<file path="src/rtl/fifo_row_serializer_if.sv">
// Handshake bundle between the row FIFO, the serializer and the Q-SPI shifter.
// Widths are derived from the row geometry parameters.
interface fifo_row_serializer_if #(
  parameter int unsigned NUM_TILES = 2,
  parameter int unsigned TILE_W    = 64,
  parameter int unsigned LANE_W    = 8,
  parameter int unsigned ADDR_W    = 8
);
  localparam int unsigned ROW_W = NUM_TILES * TILE_W + ADDR_W;
  localparam int unsigned OUT_W = NUM_TILES * LANE_W;

  logic [ROW_W-1:0] fifo_rdata;
  logic             fifo_empty;
  logic             fifo_rd_en;
  logic             addr_first;
  logic             shift_en;
  logic             flush;
  logic [OUT_W-1:0] rdata_spi;
  logic             word_valid;
  logic             row_last;
  logic             underrun;
  logic [15:0]      rows_sent;

  // Environment side: FIFO and Q-SPI.
  modport master (
    output fifo_rdata, fifo_empty, addr_first, shift_en, flush,
    input  fifo_rd_en, rdata_spi, word_valid, row_last, underrun, rows_sent
  );

  // Serializer side.
  modport slave (
    input  fifo_rdata, fifo_empty, addr_first, shift_en, flush,
    output fifo_rd_en, rdata_spi, word_valid, row_last, underrun, rows_sent
  );
endinterface

</file>
<file path="src/rtl/fifo_row_serializer.sv">
// Pops one row (tiles + address) from a sync FIFO and presents it to the Q-SPI as
// one lane per tile, BEATS data beats plus one address beat, address first or last.
module fifo_row_serializer #(
  parameter int unsigned NUM_TILES = 2,
  parameter int unsigned TILE_W    = 64,
  parameter int unsigned LANE_W    = 8,
  parameter int unsigned ADDR_W    = 8
) (
  input logic                    clk,
  input logic                    rst,
  fifo_row_serializer_if.slave   bus
);
  localparam int unsigned ROW_W = NUM_TILES * TILE_W + ADDR_W;
  localparam int unsigned BEATS = TILE_W / LANE_W;
  localparam int unsigned OUT_W = NUM_TILES * LANE_W;
  localparam int unsigned CNT_W = $clog2(BEATS + 1);
  localparam logic [CNT_W-1:0] LastBeat = CNT_W'(BEATS);

  typedef enum logic [1:0] {StIdle, StWait, StShift} state_e;

  state_e           state_q, state_d;
  logic [CNT_W-1:0] beat_q, beat_d;
  logic [ROW_W-1:0] row_q;
  logic             mode_q;
  logic [15:0]      rows_q;
  logic             underrun_q, underrun_d;

  logic             rd_en;
  logic             word_valid;
  logic             latch_row;
  logic             row_done;

  logic             is_addr;
  logic [CNT_W-1:0] data_idx;
  int unsigned      shamt;
  logic [TILE_W-1:0] tile;
  logic [LANE_W-1:0] lane;
  logic [OUT_W-1:0] word;

  // Next-state, FIFO pop and beat advance.
  always_comb begin
    state_d    = state_q;
    beat_d     = beat_q;
    rd_en      = 1'b0;
    word_valid = 1'b0;
    latch_row  = 1'b0;
    row_done   = 1'b0;
    unique case (state_q)
      StIdle: begin
        rd_en = !bus.fifo_empty && !bus.flush;
        if (rd_en) state_d = StWait;
      end
      StWait: begin
        // Popped data is valid now; a flush here throws the row away.
        latch_row = !bus.flush;
        beat_d    = '0;
        state_d   = bus.flush ? StIdle : StShift;
      end
      StShift: begin
        word_valid = 1'b1;
        if (bus.flush) begin
          state_d = StIdle;
        end else if (bus.shift_en) begin
          if (beat_q == LastBeat) begin
            row_done = 1'b1;
            if (!bus.fifo_empty) begin
              rd_en   = 1'b1;
              state_d = StWait;
            end else begin
              state_d = StIdle;
            end
          end else begin
            beat_d = beat_q + CNT_W'(1);
          end
        end
      end
      default: state_d = StIdle;
    endcase
    // Keep the pop quiet while reset is held.
    if (rst) rd_en = 1'b0;
  end

  // Sticky underrun; flush clears it and wins over a simultaneous set.
  always_comb begin
    underrun_d = underrun_q | (bus.shift_en & ~word_valid);
    if (bus.flush) underrun_d = 1'b0;
  end

  // State, counters and the latched row.
  always_ff @(posedge clk or posedge rst) begin
    if (rst) begin
      state_q    <= StIdle;
      beat_q     <= '0;
      row_q      <= '0;
      mode_q     <= 1'b0;
      rows_q     <= '0;
      underrun_q <= 1'b0;
    end else begin
      state_q    <= state_d;
      beat_q     <= beat_d;
      underrun_q <= underrun_d;
      if (latch_row) begin
        row_q  <= bus.fifo_rdata;
        mode_q <= bus.addr_first;
      end
      if (row_done) rows_q <= rows_q + 16'd1;
    end
  end

  // Beat map: pick lane k of every tile, or replicate the address into every lane.
  always_comb begin
    is_addr  = mode_q ? (beat_q == '0) : (beat_q == LastBeat);
    data_idx = mode_q ? (beat_q - CNT_W'(1)) : beat_q;
    shamt    = is_addr ? 0 : (BEATS - 1 - int'(data_idx)) * LANE_W;
    word     = '0;
    tile     = '0;
    lane     = '0;
    for (int t = 0; t < NUM_TILES; t++) begin
      tile = row_q[ROW_W-1-t*TILE_W -: TILE_W];
      tile = tile >> shamt;
      lane = is_addr ? LANE_W'(row_q[ADDR_W-1:0]) : tile[LANE_W-1:0];
      word[OUT_W-1-t*LANE_W -: LANE_W] = lane;
    end
    if (!word_valid) word = '0;
  end

  assign bus.fifo_rd_en = rd_en;
  assign bus.word_valid = word_valid;
  assign bus.rdata_spi  = word;
  assign bus.row_last   = word_valid && (beat_q == LastBeat);
  assign bus.underrun   = underrun_q;
  assign bus.rows_sent  = rows_q;
endmodule

</file>
<file path="src/flat_wrapper.sv">
// flat-port wrapper written by rule: the top's interface ports become plain ports
module fifo_row_serializer_flat 
#(
  parameter int unsigned NUM_TILES = 2,
  parameter int unsigned TILE_W    = 64,
  parameter int unsigned LANE_W    = 8,
  parameter int unsigned ADDR_W    = 8
)
  (clk, rst, bus_fifo_rdata, bus_fifo_empty, bus_addr_first, bus_shift_en, bus_flush, bus_fifo_rd_en, bus_rdata_spi, bus_word_valid, bus_row_last, bus_underrun, bus_rows_sent);
  fifo_row_serializer_if #(.NUM_TILES(NUM_TILES), .TILE_W(TILE_W), .LANE_W(LANE_W), .ADDR_W(ADDR_W)) bus_i ();
  input logic clk;
  input logic rst;
  input wire logic [$bits(bus_i.fifo_rdata)-1:0] bus_fifo_rdata;
  input wire logic [$bits(bus_i.fifo_empty)-1:0] bus_fifo_empty;
  input wire logic [$bits(bus_i.addr_first)-1:0] bus_addr_first;
  input wire logic [$bits(bus_i.shift_en)-1:0] bus_shift_en;
  input wire logic [$bits(bus_i.flush)-1:0] bus_flush;
  output wire logic [$bits(bus_i.fifo_rd_en)-1:0] bus_fifo_rd_en;
  output wire logic [$bits(bus_i.rdata_spi)-1:0] bus_rdata_spi;
  output wire logic [$bits(bus_i.word_valid)-1:0] bus_word_valid;
  output wire logic [$bits(bus_i.row_last)-1:0] bus_row_last;
  output wire logic [$bits(bus_i.underrun)-1:0] bus_underrun;
  output wire logic [$bits(bus_i.rows_sent)-1:0] bus_rows_sent;
  assign bus_i.fifo_rdata = bus_fifo_rdata;
  assign bus_i.fifo_empty = bus_fifo_empty;
  assign bus_i.addr_first = bus_addr_first;
  assign bus_i.shift_en = bus_shift_en;
  assign bus_i.flush = bus_flush;
  assign bus_fifo_rd_en = bus_i.fifo_rd_en;
  assign bus_rdata_spi = bus_i.rdata_spi;
  assign bus_word_valid = bus_i.word_valid;
  assign bus_row_last = bus_i.row_last;
  assign bus_underrun = bus_i.underrun;
  assign bus_rows_sent = bus_i.rows_sent;
  fifo_row_serializer #(.NUM_TILES(NUM_TILES), .TILE_W(TILE_W), .LANE_W(LANE_W), .ADDR_W(ADDR_W)) u_core (.clk(clk), .rst(rst), .bus(bus_i));
endmodule
</file>
<file path="config.mk">
export PLATFORM = sky130hd
export DESIGN_NAME = fifo_row_serializer_flat
export DESIGN_NICKNAME = d
export VERILOG_FILES = /design/src/rtl/fifo_row_serializer_if.sv /design/src/rtl/fifo_row_serializer.sv /design/src/flat_wrapper.sv
export SDC_FILE = /design/constraint.sdc
export NUM_CORES = 1
export LEC_CHECK = 0
export CORE_AREA = 2 2 144 146
export DETAILED_ROUTE_END_ITERATION = 16
export DIE_AREA = 0 0 146 148
export PLACE_DENSITY = 0.61
export SLEW_MARGIN = 25
export SYNTH_ARGS = -nofsm -noshare
export SYNTH_HDL_FRONTEND = slang
export SYNTH_SLANG_ARGS = --single-unit
</file>
<file path="constraint.sdc">
create_clock -name clk -period 17.2 [get_ports clk]
set_input_delay 4.3 -clock clk [delete_from_list [all_inputs] [get_ports clk]]
set_output_delay 4.3 -clock clk [all_outputs]
set_load 0.005 [all_outputs]
</file>
## After elaboration in Yosys (flattened, before gate mapping)

Index checks and enable logic that the tools add are counted.

- Flip-flop bits (word level): 160
- Bits of input ports: 142
- Output and inout bits: 36
- Logic and storage cells: 63

- Add/subtract/negate cells: 4
- Equality and inequality tests: 9
- Shift operators: 2
- Muxes and demuxes: 30
- Bitwise gates (word level): 3
- Reductions and logical operators: 9

Operators with widths:

| operator | count |
|---|---|
| $shr 64x32->8 | 2 |
| $mux 32 | 1 |
| $add 16x1->16 const B | 1 |
| $mux 16 | 1 |
| $mux 4 | 4 |
| $mux 8 | 2 |
| $mux 1 | 14 |
| $mux 2 | 5 |
| $pmux 4 s2 | 1 |
| $ne 2x2->1 const B | 3 |
| $pmux 2 s3 | 1 |
| $sub 3x4->5 const A | 1 |
| $add 4x1->4 const B | 1 |
| $eq 4x4->1 const B | 1 |
| $logic_not 4->1 | 1 |
| $reduce_and 4->1 | 1 |
| $sub 4x1->4 const B | 1 |
| $ne 3x2->1 const B | 1 |
| $ne 3x3->1 const B | 1 |
| $reduce_and 3->1 | 1 |
| $eq 2x1->1 const B | 1 |
| $eq 2x2->1 const B | 1 |
| $logic_and 1x1->1 | 2 |
| $logic_not 1->1 | 2 |
| 7 further kinds | 7 |

## Depth between registers and ports, before layout

Gate-level depths: netlist of run 1.

- Depth in word-level cells: 7
- Mapped depth: 10
- Depth with buffers taken out: 7

## Worst setup path before layout of run 1

No wires, ideal clock.

- Kind: input-to-output
- Start point: input bus_flush
- End point: output bus_fifo_rd_en
- Arrival: 5.206 ns
- Slack: 7.694 ns
- Stages on the path: 4
- Path buffers: 1
- Path through: buf_2 -> nor4b_4 -> nor2_1 -> nor4_1

- Cells in the longest elaborated chain, start to end: 4

Ends and longest elaborated chain:

| item | RTL line | RTL |
|---|---|---|
| from (decl) | flat_wrapper.sv:17 | `input wire logic [$bits(bus_i.flush)-1:0] bus_flush;` |
| $logic_not 1->1 | fifo_row_serializer.sv:50 | `rd_en = !bus.fifo_empty && !bus.flush;` |
| $logic_and 1x1->1 | fifo_row_serializer.sv:50 |  |
| $pmux 1 s2 * | fifo_row_serializer.sv:48 | `unique case (state_q)` |
| $mux 1 * | fifo_row_serializer.sv:80 | `if (rst) rd_en = 1'b0;` |
| to (decl) | flat_wrapper.sv:18 | `output wire logic [$bits(bus_i.fifo_rd_en)-1:0] bus_fifo_rd_en;` |

Mark *: on every way between the ends. The rest lies on a longest branch, timed or not.

## Worst setup path in the final report of run 1

Ends and elaborated chain as after synthesis.

==> results.py, run 1 <==
metrics = {
    "outcome": {
        "status": "complete, no violations",
    },
    "die": {
        "dieArea_mm2": 0.02161,
        "start_util": 0.3964,
        "die_x_um": 146,
        "core_mm2": 0.02004,
        "rows": 52,
        "io_pins": 178,
        "die_y_um": 148,
    },
    "finish": {
        "regArea_mm2": 0.004004,
        "fillers": 1791,
        "syn_to_final_growth_pct": 32.35,
        "multiInputGateArea_mm2": 0.003684,
        "drive_gt1_frac": 0.2527,
        "utilization": 0.5247,
        "diodes": 0,
        "final_area_mm2": 0.01051,
        "finalNonFillerCells": 1109,
        "nets": 972,
    },
    "worst_setup_path": {
        "r2r_cells": 7,
        "path_class": "in2out",
        "crit_required_ps": 12900,
        "setup.worst_path.start_class": "input port",
        "critPathArrivalTime_ps": 6390,
        "end_kind": "output pin",
        "critPathMaxFanout": 7,
    },
    "placed_design": {
        "dp_slack_ps": 6506,
        "hpwl_um": 15300,
        "place_area_mm2": 0.009915,
        "place_inst": 1077,
        "port_buffers": 177,
        "place_congestion": 0.8048,
    },
    "timing": {
        "min_period_ps": 10690,
        "finalHoldWorstSlack_ps": 488.1,
        "fin_ws_ps": 6507,
        "period_share": 0.6217,
        "relSlewSlack": 0.2938,
        "tightest_slew_ps": 1058,
        "setup_viol": 0,
        "fmax_ghz": 0.09352,
        "drv_slew": 0,
        "hold_viol": 0,
        "tns_ps": 0,
        "rsz0062_at_grt": "false",
        "clock-skew-final_ps": 15.95,
    },
    "synthesis": {
        "yosys_most_used_dff": "dfrtp_1",
        "ys_types": 64,
        "avgSynthCellArea_um2": 12.04,
        "synth_edf_count": 0,
        "async_flop_share": 1.000,
        "ys_seq_area_frac": 0.5040,
        "synth_area_mm2": 0.007944,
        "yosys.area.top_type": "dfrtp_1",
        "synth.top_cell.area_share": 0.5040,
        "synthCells": 660,
        "ys_ff_latch": 160,
        "yosys_warnings": 0,
        "ys_top_cells_by_area": "dfrtp_1, mux2_2, nand2_1, nor2_1, o21ai_0",
        "syn_nets": 806,
    },
    "detailed_routing": {
        "dr.pass1.iters": 5,
        "drt_iter0_markers": 366,
        "num_vias": 5849,
        "wire_per_inst_um": 19.31,
        "vias_per_cell": 5.274,
        "drc": 0,
        "routed_wl_um": 21410,
        "final_antenna_net_count": 0,
    },
    "clock_network": {
        "cts_max_path_buffers": 2,
        "cts_sinks": 160,
        "htree_levels": 4,
        "cts_root_buffer": "clkbuf_16",
        "numCtsBuffers": 17,
        "clk_latency_ps": 430,
        "post_cts_resized": 0,
        "tritoncts": "built",
        "cts-hold-fix-buffers": 0,
        "post_cts_buffers": 0,
        "clk_pin_slew_ps": 70,
    },
    "power_and_ir_drop": {
        "pwr-share-clk": 0.303,
        "p_total_mw": 1.270,
        "p_sw_uw": 389.9,
        "p_leak_nw": 4.271,
        "p_int_uw": 879.9,
        "p_comb_frac": 0.283,
        "netSwitchingFraction": 0.3071,
        "ir_drop_v": 0.00006417,
        "p_seq_frac": 0.414,
        "p_per_area_mw_per_mm2": 120.8,
    },
    "global_routing": {
        "grt_remaining_overflow": 0,
        "grt_pass1_vias": 6133,
        "antenna_found_initial": 0,
        "grt_pass1_wl_um": 33410,
        "track_usage": 0.2008,
        "grt_max_degree": 90,
    },
    "hold_path": {
        "min_path_type": "reg2reg",
        "worstHoldPathCells": 1,
    },
    "run": {
        "drv_cap": 0,
    },
}
==> synthesized netlist by cell type (8+ instances only) <==
| cell type | instances |
|---|---|
| nor2_1 | 39 |
| mux2_2 | 153 |
| inv_1 | 10 |
| xnor2_1 | 13 |
| buf_2 | 21 |
| dfrtp_1 | 160 |
| and3_1 | 12 |
| a211oi_1 | 8 |
| a221oi_1 | 14 |
| a21oi_1 | 11 |
| o21ai_0 | 28 |
| nand3_1 | 10 |
| nand2_1 | 54 |
==> routing by layer <==
metal	part of all wire	vias to the layer above	track usage
li1	-	2728	-
met1	0.47	2936	0.2724
met2	0.47	159	0.3215
met3	0.050	26	0.04722
met4	0.015	0	0.06262
met5	0	-	0
==> cell usage in the layout (no fill, tap or decap), types with 8 or more instances in the layout <==
cell type / count
a211oi_1: 8
o21ai_0: 28
nand2_1: 54
nor2_1: 38
a21oi_1: 11
mux2_2: 153
clkdlybuf4s50_1: 177
and3_1: 12
inv_1: 9
dfrtp_1: 160
a221oi_1: 14
nand3_1: 10
xnor2_1: 13
clkbuf_16: 17
==> state kept, by name, indices dropped and copies added, names as in the netlist <==
signal,flops
u_core.bus.rows_sent,16
u_core.bus.underrun,1
u_core.state_q,2
u_core.row_q,136
u_core.beat_q,4
u_core.mode_q,1
==> worst max-delay path: stages <==
cell and delay, ps:
clkdlybuf4s50_1 600, nor4b_4 580, nor2_1 110, nor4_1 240, clkdlybuf4s50_1 560
==> power by group through the flow <==
stage / clock network [mW] / registers [mW] / logic, mW
after CTS: 0.394 / 0.525 / 0.361
after global placement: 0 / 0.527 / 0.353
after global routing: 0.411 / 0.537 / 0.390
after detailed placement: 0 / 0.531 / 0.360
after floorplan: 0 / 0.508 / 0.256
final: 0.385 / 0.526 / 0.359
==> layout make-up <==
cell class,instances,share of cell area
clock buffers,21,0.04189
multi-input cells,450,0.3504
clock inverters,11,0.01476
repair buffers,186,0.1757
inverters,11,0.004403
flip-flops and latches,160,0.3808
well taps,270,0.03213
==> logic make-up after synthesis <==
group,synth area share
adders and majority gates,0.006300
muxes,0.2271
DFF,0.5040
and+or+nand+nor,0.1038
AOI/OAI and AO/OA,0.09734
xor gates and xnor gates,0.02646
buffers and inverters,0.03497
==> path summary, 6_finish.rpt <==
path	from	endpoint	slack, ps
setup / recovery	bus_flush	bus_fifo_rd_en	6510
hold / removal	u_core.bus.rows_sent[15]	u_core.bus.rows_sent[15]	490
setup reg to reg	u_core.beat_q[0]	u_core.bus.rows_sent[6]	14390
hold reg to reg	u_core.bus.rows_sent[15]	u_core.bus.rows_sent[15]	490
max in group asynchronous	rst	u_core.row_q[120]	11560
min in group asynchronous	rst	u_core.bus.rows_sent[0]	4370
Power figures use the tool's default switching activity.
==> run 2: changes to the inputs <==
Settings changed: PLACE_DENSITY 0.61 to 0.64.
Clock period 17.2 ns to 9.5 ns, I/O delays scaled along.
==> run 2 against run 1 <==
Clock skew shrank 10 ps. Global-route usage grew 0.43 points. Worst setup slack lost 3800 ps. Final area grew 0.76%. Highest routed layer unchanged.
==> results.py, run 2 (same netlist as run 1, synthesis figures left out) <==
metrics = {
    "placed_design": {
        "place_area_mm2": 0.009918,
        "hpwl_um": 15630,
        "place_congestion": 0.8541,
        "place_inst": 1076,
        "dp_slack_ps": 2737,
        "port_buffers": 177,
    },
    "clock_network": {
        "clk_pin_slew_ps": 70,
        "cts_sinks": 160,
        "htree_levels": 4,
        "numCtsBuffers": 17,
        "tritoncts": "built",
        "post_cts_buffers": 0,
        "cts-hold-fix-buffers": 0,
        "cts_max_path_buffers": 2,
        "post_cts_resized": 0,
        "cts_root_buffer": "clkbuf_16",
        "clk_latency_ps": 430,
    },
    "finish": {
        "multiInputGateArea_mm2": 0.003695,
        "drive_gt1_frac": 0.2542,
        "utilization": 0.5287,
        "largest_register": "u_core.row_q",
        "regArea_mm2": 0.004004,
        "syn_to_final_growth_pct": 33.36,
        "largest_reg_flops": 136,
        "finalNonFillerCells": 1108,
        "nets": 971,
        "layout_common_cells": "clkdlybuf4s50_1, dfrtp_1, mux2_2",
        "layout_commonest_cell": "clkdlybuf4s50_1",
        "diodes": 0,
        "final_area_mm2": 0.01059,
        "fillers": 1744,
    },
    "die": {
        "dieArea_mm2": 0.02161,
        "start_util": 0.3964,
        "die_y_um": 148,
        "io_pins": 178,
        "die_x_um": 146,
        "core_mm2": 0.02004,
        "rows": 52,
    },
    "power_and_ir_drop": {
        "p_leak_nw": 4.310,
        "p_total_mw": 2.388,
        "p_per_area_mw_per_mm2": 225.5,
        "ir_drop_v": 0.0001315,
    },
    "worst_setup_path": {
        "path_class": "in2out",
        "endpoint": "bus_fifo_rd_en",
        "setup.worst_path.start_class": "input port",
        "end_kind": "output pin",
        "ff2ff_setup_slack_ps": 6590,
        "crit_chain": "clkdlybuf4s50_1 > nor4b_4 > nor2_1 > nor4_1 > clkdlybuf4s50_1",
        "r2r_start": "u_core.beat_q[0]",
        "crit_required_ps": 7130,
        "r2r_end": "u_core.bus.rows_sent[6]",
        "cp_common_cell": "clkdlybuf4s50_1",
        "slowest_stage": "clkdlybuf4s50_1",
        "critPathMaxFanout": 7,
        "r2r_cells": 7,
        "startpoint": "bus_flush",
        "max_stage_delay_ps": 600,
        "critPathArrivalTime_ps": 4400,
    },
    "timing": {
        "clock-skew-final_ps": 5.904,
        "fmax_ghz": 0.1477,
        "rsz0062_at_grt": "false",
        "period_share": 0.7128,
        "tightest_slew_ps": 1045,
        "finalHoldWorstSlack_ps": 486.5,
        "fin_ws_ps": 2729,
        "tns_ps": 0,
        "relSlewSlack": 0.3018,
        "drv_slew": 0,
        "min_period_ps": 6771,
        "setup_viol": 0,
        "hold_viol": 0,
    },
    "hold_path": {
        "min_from": "u_core.bus.rows_sent[15]",
        "worstHoldPathCells": 1,
        "min_path_type": "reg2reg",
    },
    "run": {
        "drv_cap": 0,
    },
    "detailed_routing": {
        "final_antenna_net_count": 0,
        "dr.pass1.iters": 5,
        "num_vias": 5876,
        "routed_wl_um": 21800,
        "vias_per_cell": 5.303,
        "drt_iter0_markers": 299,
        "drc": 0,
        "wire_per_inst_um": 19.67,
    },
    "global_routing": {
        "antenna_found_initial": 0,
        "grt_pass1_wl_um": 34270,
        "grt_pass1_vias": 6256,
        "grt_max_degree": 90,
        "track_usage": 0.2051,
        "grt_remaining_overflow": 0,
    },
    "outcome": {
        "status": "complete, no violations",
    },
}
[run 2: changes by cell type in the layout (fill, tap and decap cells not counted)]
| cell | delta |
|---|---|
| buf_6 | -1 |
| bufinv_16 | +3 |
| clkbuf_1 | -2 |
| clkbuf_8 | +1 |
| clkinv_4 | -1 |
| clkinvlp_4 | -1 |
| xnor2_2 | -1 |
| xnor2_4 | +1 |
[run 2: worst max-delay path: cells and delay by family]
family	cells	cell delay [ps]
buf+inv	2	1150
simple gates	3	890
[run 2: how the worst min path moves through the flow]
stage	endpoint
finish	u_core.bus.rows_sent[15]
global route	u_core.row_q[0]
CTS	u_core.bus.rows_sent[15]
detailed placement	u_core.bus.rows_sent[15]
global placement	u_core.bus.rows_sent[15]
floorplan	u_core.state_q[0]
[run 2: area by class of cell]
cell class,count,area share
clock buffer,20,0.04216
clock inverter,12,0.02161
inverter,11,0.004370
tap,270,0.03189
timing repair buffer,185,0.1733
multi-input combinational,450,0.3488
sequential,160,0.3779
[run 2: layer usage]
metal	wire [µm]	share of wire	track usage
met1	9556	0.44	0.2647
met2	10740	0.49	0.3481
met3	1058	0.049	0.04290
met4	441	0.020	0.06456
met5	0	0	0
[run 2: report_power, final]
part	leakage, nW	internal [mW]	switching [mW]
combinational	2.06	0.329	0.320
sequential	1.93	0.848	0.105
clock	0.318	0.503	0.284
